`config.mk`:
```
export PLATFORM = sky130hd
export DESIGN_NAME = mul_scheduler
export DESIGN_NICKNAME = d
export VERILOG_FILES = /design/src/rtl/mul_scheduler.sv
export SDC_FILE = /design/constraint.sdc
export NUM_CORES = 1
export LEC_CHECK = 0
export CELL_PAD_IN_SITES_DETAIL_PLACEMENT = 1
export CELL_PAD_IN_SITES_GLOBAL_PLACEMENT = 2
export CORE_MARGIN = 5
export CORE_UTILIZATION = 35
export CTS_BUF_LIST = sky130_fd_sc_hd__clkbuf_4 sky130_fd_sc_hd__clkbuf_8
export DETAILED_ROUTE_END_ITERATION = 16
export PLACE_DENSITY_LB_ADDON = 0.1
export SETUP_SLACK_MARGIN = 0.3
export SYNTH_ARGS = -nofsm -noshare
export SYNTH_HDL_FRONTEND = slang
export SYNTH_SLANG_ARGS = --single-unit
```
`constraint.sdc`:
```
create_clock -name clk -period 5.6 [get_ports clk]
set_clock_uncertainty 0.2 [all_clocks]
set_input_delay 1.12 -clock clk [delete_from_list [all_inputs] [get_ports clk]]
set_output_delay 1.12 -clock clk [all_outputs]
set_load 0.02 [all_outputs]
```
`src/rtl/mul_scheduler.sv`:
```
// Shares one 2-stage pipelined n x n multiplier between two requesters with round-robin grants.
// Optional per-op signed mode is enabled by defining MUL_SCHED_SIGNED_EN.
module mul_scheduler #(
    parameter int unsigned n = 8
) (
    input  logic             clk,
    input  logic             rst_n,
    input  logic             req0_valid,
    output logic             req0_ready,
    input  logic [n-1:0]     req0_a,
    input  logic [n-1:0]     req0_b,
    input  logic             req0_signed,
    input  logic             req1_valid,
    output logic             req1_ready,
    input  logic [n-1:0]     req1_a,
    input  logic [n-1:0]     req1_b,
    input  logic             req1_signed,
    output logic             res_valid,
    output logic             res_id,
    output logic [2*n-1:0]   res_data
);

    localparam int unsigned prod_w = 2 * n;

    logic              last_grant;
    logic              grant0_c;
    logic              grant1_c;
    logic              accept_c;
    logic [n-1:0]      sel_a_c;
    logic [n-1:0]      sel_b_c;

    logic              s1_valid;
    logic              s1_id;
    logic [n-1:0]      s1_a;
    logic [n-1:0]      s1_b;
    logic [prod_w-1:0] a_ext_c;
    logic [prod_w-1:0] b_ext_c;
    logic [prod_w-1:0] prod_c;

    // Round-robin grant: on contention the port that lost the last accepted transfer wins.
    always_comb begin
        grant0_c = 1'b0;
        grant1_c = 1'b0;
        if (rst_n) begin
            if (req0_valid && req1_valid) begin
                grant0_c = last_grant;
                grant1_c = !last_grant;
            end else begin
                grant0_c = req0_valid;
                grant1_c = req1_valid;
            end
        end
    end

    assign req0_ready = grant0_c;
    assign req1_ready = grant1_c;
    assign accept_c   = grant0_c | grant1_c;
    assign sel_a_c    = grant1_c ? req1_a : req0_a;
    assign sel_b_c    = grant1_c ? req1_b : req0_b;

    always_ff @(posedge clk or negedge rst_n) begin
        if (!rst_n) begin
            last_grant <= 1'b1;
        end else if (accept_c) begin
            last_grant <= grant1_c;
        end
    end

`ifdef MUL_SCHED_SIGNED_EN
    logic s1_signed;
    logic sel_signed_c;

    assign sel_signed_c = grant1_c ? req1_signed : req0_signed;

    always_ff @(posedge clk or negedge rst_n) begin
        if (!rst_n) begin
            s1_signed <= 1'b0;
        end else if (accept_c) begin
            s1_signed <= sel_signed_c;
        end
    end

    // Sign-extend to the full product width so the low 2n bits are the exact product.
    always_comb begin
        a_ext_c = {{n{1'b0}}, s1_a};
        b_ext_c = {{n{1'b0}}, s1_b};
        if (s1_signed) begin
            a_ext_c = {{n{s1_a[n-1]}}, s1_a};
            b_ext_c = {{n{s1_b[n-1]}}, s1_b};
        end
    end
`else
    logic unused_signed;

    assign unused_signed = req0_signed ^ req1_signed;

    always_comb begin
        a_ext_c = {{n{1'b0}}, s1_a};
        b_ext_c = {{n{1'b0}}, s1_b};
    end
`endif

    assign prod_c = a_ext_c * b_ext_c;

    // Stage 1: capture the granted operation.
    always_ff @(posedge clk or negedge rst_n) begin
        if (!rst_n) begin
            s1_valid <= 1'b0;
            s1_id    <= 1'b0;
            s1_a     <= '0;
            s1_b     <= '0;
        end else begin
            s1_valid <= accept_c;
            if (accept_c) begin
                s1_id <= grant1_c;
                s1_a  <= sel_a_c;
                s1_b  <= sel_b_c;
            end
        end
    end

    // Stage 2: register the product; id/data hold their last values between results.
    always_ff @(posedge clk or negedge rst_n) begin
        if (!rst_n) begin
            res_valid <= 1'b0;
            res_id    <= 1'b0;
            res_data  <= '0;
        end else begin
            res_valid <= s1_valid;
            if (s1_valid) begin
                res_id   <= s1_id;
                res_data <= prod_c;
            end
        end
    end

endmodule
```
==> Word level (Yosys, flattened, before mapping) <==
Cells that the tools add are included.
{ "word_totals": {"out_inout_bits": 20, "elab_cells": 18, "regBits": 37} }
{ "classes": {"n_mul": 1, "bitwise_logic": 1, "muxes": 6, "n_reduce_logical": 2} }
{ "op_table": {"columns": ["operator", "n"], "rows": [
  ["multiplier 8 x 8 -> 16 bit", 1],
  ["2-to-1 mux 8 bit", 2],
  ["2-to-1 mux 1 bit", 4],
  ["logical AND 1 bit", 1],
  ["logical NOT 1 bit", 1],
  ["OR 1 bit", 1]
]} }

==> Longest topological paths before layout <==
{ "logic_depth": {"ltp_word": 4, "ltp_mapped": 16, "depth_no_buf": 15} }

==> Worst setup path after synthesis <==
No wires, ideal clock.
{ "synth_timing": {"kind": "register to register", "start": "reg s1_b[5]", "end": "reg res_data[12]", "setup_ns": 0.125, "stages_incl_launch_ff": 16, "arrival_ns": 4.000, "path_buffers": 1, "slack_ns": 1.275, "synth_period_minus_slack_ns": 4.325, "path_cell_list": "dfrtp_1 -> clkbuf_1 -> nand2_1 -> fa_1 -> fa_1 -> inv_1 -> fa_1 -> inv_1 -> fa_1 -> inv_1 -> ha_1 -> o211ai_2 -> o211ai_2 -> a31oi_1 -> xnor2_1 -> mux2_2"} }
{ "synth_between": {"elab_chain_cells": 1} }
{ "synth_rtl": {"columns": ["item", "line", "text"], "rows": [
  ["start, declared", "35", "logic [n-1:0] s1_b;"],
  ["start signal, assigned", "117", "s1_b <= sel_b_c;"],
  ["multiplier 8 x 8 -> 16 bit", "103", "assign prod_c = a_ext_c * b_ext_c;"],
  ["end signal, assigned", "132", "res_data <= prod_c;"],
  ["end, declared", "20", "output logic [2*n-1:0] res_data"]
]} }
No other way between the ends.
A chain may end at the register's enable or synchronous reset.

==> Worst setup path in the final report <==
{ "layout_timing": {"start": "reg s1_a[3]", "end": "reg res_data[14]"} }
{ "layout_between": {"elab_chain_cells": 1} }
{ "layout_rtl": {"columns": ["item", "line", "text"], "rows": [
  ["start, declared", "34", "logic [n-1:0] s1_a;"],
  ["start signal, assigned", "116", "s1_a <= sel_a_c;"],
  ["multiplier 8 x 8 -> 16 bit", "103", null]
]} }
No other way between the ends.

==> run_results.csv <==
group,metric,value,unit
sta,finalSetupViolations,0,
die,rows,36,
drt,dr.pass1.iters,4,
drt,dr_total_vias,2693,
finish,syn_to_final_growth,23.2,%
finish,nFillCells,1147,
sta,rsz0062_at_grt,"no",
worst_hold_path,min_path_type,"reg2reg",
pwr,pwr-share-clk,11.4,%
pwr,p_int,1.20,mW
die,coreArea,9820,um^2
grt,grt_max_degree,38,
setup_path,crit_fanout,9,
clocking,ctsResizeCount,0,
finish,diodes,0,
sta,max_clock_freq,214,MHz
finish,final_layout_size_suffix_gt1_share,8.73,%
pwr,finalPower,2.21,mW
setup_path,critical_path_class,"reg2reg",
yosys,syn_inst,366,
pwr,cellPowerDensity,507,nW/um^2
pwr,p_leak,2.13,nW
clocking,clkTransAtPathRegs,0.09,ns
clocking,numCtsBuffers,5,
clocking,cts-root-buf,"clkbuf_8",
pwr,vdd_ir_drop_max,219,uV
grt,grt_first_pass_wirelength,14700,um
finish,multi_input_area,2380,um^2
yosys,synth_area,3540,um^2
drt,drtIter0Drc,61,
yosys,synth-edff-count,0,
setup_path,critPathRequiredTime,5.58,ns
die,ios,58,
clocking,hold_buffers,0,
yosys,synth-seq-area-share,26.2,%
drt,avgViaCountPerCell,4.83,
setup_path,end_kind,"register",
job,maxCapViolations,0,
sta,relSlewSlack,27.8,%
sta,maxSlewViolCount,0,
sta,fin_crit_sh,83.5,%
die,initial_core_util,36.1,%
clocking,cts_sinks,37,
sta,tightestPinTransition,1.08,ns
grt,grt_antenna_before_repair,0,
grt,track_usage,14.5,%
yosys,yosysUniqueCellTypes,39,
pwr,seq_power_share,20.4,%
setup_path,cp.arrival,4.66,ns
die,dieArea,12200,um^2
sta,final-hold-violation-count,0,
die,die_x,111,um
finish,nets,533,
clocking,clock_latency,0.30,ns
place,io_buffers,55,
drt,drcViolationCount,0,
pwr,combPwrFrac,68.3,%
finish,regArea,927,um^2
clocking,cts_tree,"done",
yosys,ys.flop_type,"dfrtp_1",
yosys,postSynthRegisterBits,37,
yosys,syn_area_per_cell,9.68,um^2
grt,first_global_vias,2998,
place,routabilityCongestion,0.781,
clocking,htree_levels,2,
grt,gr-total-overflow,0,
sta,min_period,4.68,ns
status,outcome,"completed",
setup_path,crit_path_start_kind,"register",
die,die_h,111,um
pwr,p_sw_share,45.8,%
yosys,ys_warn_count,0,
pwr,p_sw,1.01,mW
clocking,cts_setup_buffers,0,
drt,postRouteAntennaNets,0,
finish,mostFrequentLayoutCell,"nand2_1",
place,dp_hpwl,6660,um
yosys,syn_nets,476,
yosys,async_flop_share,100,%
drt,wl_per_cell,15.0,um
sta,setup_tns,0,ns
drt,wirelength,8370,um
clocking,clockBufferDepth,2,
finish,mostFrequentLayoutCells,"nand2_1, inv_1, clkdlybuf4s50_1",
==> sequential cells by signal, indices dropped and copies added, names as in the netlist <==
| name | cells |
|---|---|
| res_data | 16 |
| s1_id | 1 |
| s1_b | 8 |
| last_grant | 1 |
| res_valid | 1 |
| s1_a | 8 |
| s1_valid | 1 |
| res_id | 1 |
==> area by class of cell <==
type,instances,area share [%]
Sequential cell,37,21.3
Clock buffer,6,1.89
Clock inverter,2,0.860
Tap cell,133,3.81
Timing Repair Buffer,58,13.0
Inverter,54,4.65
Multi-Input combinational cell,267,54.5
==> cells by family after synthesis <==
family,share of synthesized area [%]
AOI/OAI and AO/OA,11.2
xor gates and xnor gates,2.23
adders and majority gates,33.1
buffers and inverters,6.68
DFF,26.2
muxes,3.92
and+or+nand+nor,16.7
==> power by group through the flow <==
stage | registers, mW | clock network [mW] | logic [mW]
floorplan | 0.478 | 0 | 1.09
global placement | 0.456 | 0 | 1.51
detailed placement | 0.460 | 0 | 1.54
CTS | 0.455 | 0.262 | 1.56
global route | 0.469 | 0.272 | 1.73
finish | 0.451 | 0.251 | 1.51
==> synthesized netlist by cell type, drive strengths merged (3+ instances only) <==
| cell | instances | share of area, % |
|---|---|---|
| a21o | 3 | 0.85 |
| a21oi | 14 | 2.7 |
| a22oi | 16 | 3.4 |
| and2 | 45 | 7.9 |
| buf | 3 | 0.42 |
| clkbuf | 5 | 0.53 |
| dfrtp | 36 | 25 |
| fa | 36 | 20 |
| ha | 36 | 13 |
| inv | 54 | 5.7 |
| mux2 | 12 | 3.9 |
| nand2 | 65 | 6.9 |
| o211ai | 3 | 0.92 |
| o21ai | 7 | 0.99 |
| xnor2 | 8 | 2.0 |
==> per-stage QoR <==
stage	cells	setup WS [ns]	utilization [%]	hold slack [ns]	instance area [um^2]
6_report	557	0.923	44.4	0.298	4360
4_1_cts	557	0.917	44.4	0.307	4360
3_5_place_dp	549	0.961	43.2	0.288	4240
2_1_floorplan	366	1.28	-	0.152	3540
5_1_grt	557	0.676	44.4	0.326	4360
3_3_place_gp	549	1.01	43.2	0.275	4240
==> path summary, 6_finish.rpt <==
kind                            depth (start not counted)                  endpoint  slack (ns)                     start
worst min register to register                          1  res_data[10]$_DFFE_PN0P_        0.30  res_data[10]$_DFFE_PN0P_
worst max register to register                         15  res_data[14]$_DFFE_PN0P_        0.92       s1_a[3]$_DFFE_PN0P_
min in group asynchronous                               2  res_data[14]$_DFFE_PN0P_        0.76                     rst_n
max in group asynchronous                               2    last_grant$_DFFE_PN1P_        4.08                     rst_n
worst max-delay path                                   15  res_data[14]$_DFFE_PN0P_        0.92       s1_a[3]$_DFFE_PN0P_
worst min-delay path                                    1  res_data[10]$_DFFE_PN0P_        0.30  res_data[10]$_DFFE_PN0P_
==> routing by layer <==
| layer | share of wire [%] | global-route usage [%] |
|---|---|---|
| met4 | 1.1 | 3.45 |
| met1 | 44 | 19.0 |
| met2 | 53 | 25.6 |
| met5 | 0 | 0 |
| met3 | 1.7 | 1.91 |
==> critical path: stages (launching register included) <==
cell	delay, ns
dfrtp_1	0.52
and2_1	0.22
fa_1	0.53
inv_1	0.05
fa_1	0.48
inv_1	0.06
fa_1	0.53
inv_1	0.05
fa_1	0.53
inv_1	0.04
ha_1	0.37
o211ai_2	0.14
o211ai_2	0.28
a31oi_1	0.15
xnor2_1	0.15
mux2_4	0.25
No activity file was read; power rests on OpenSTA's default activity.
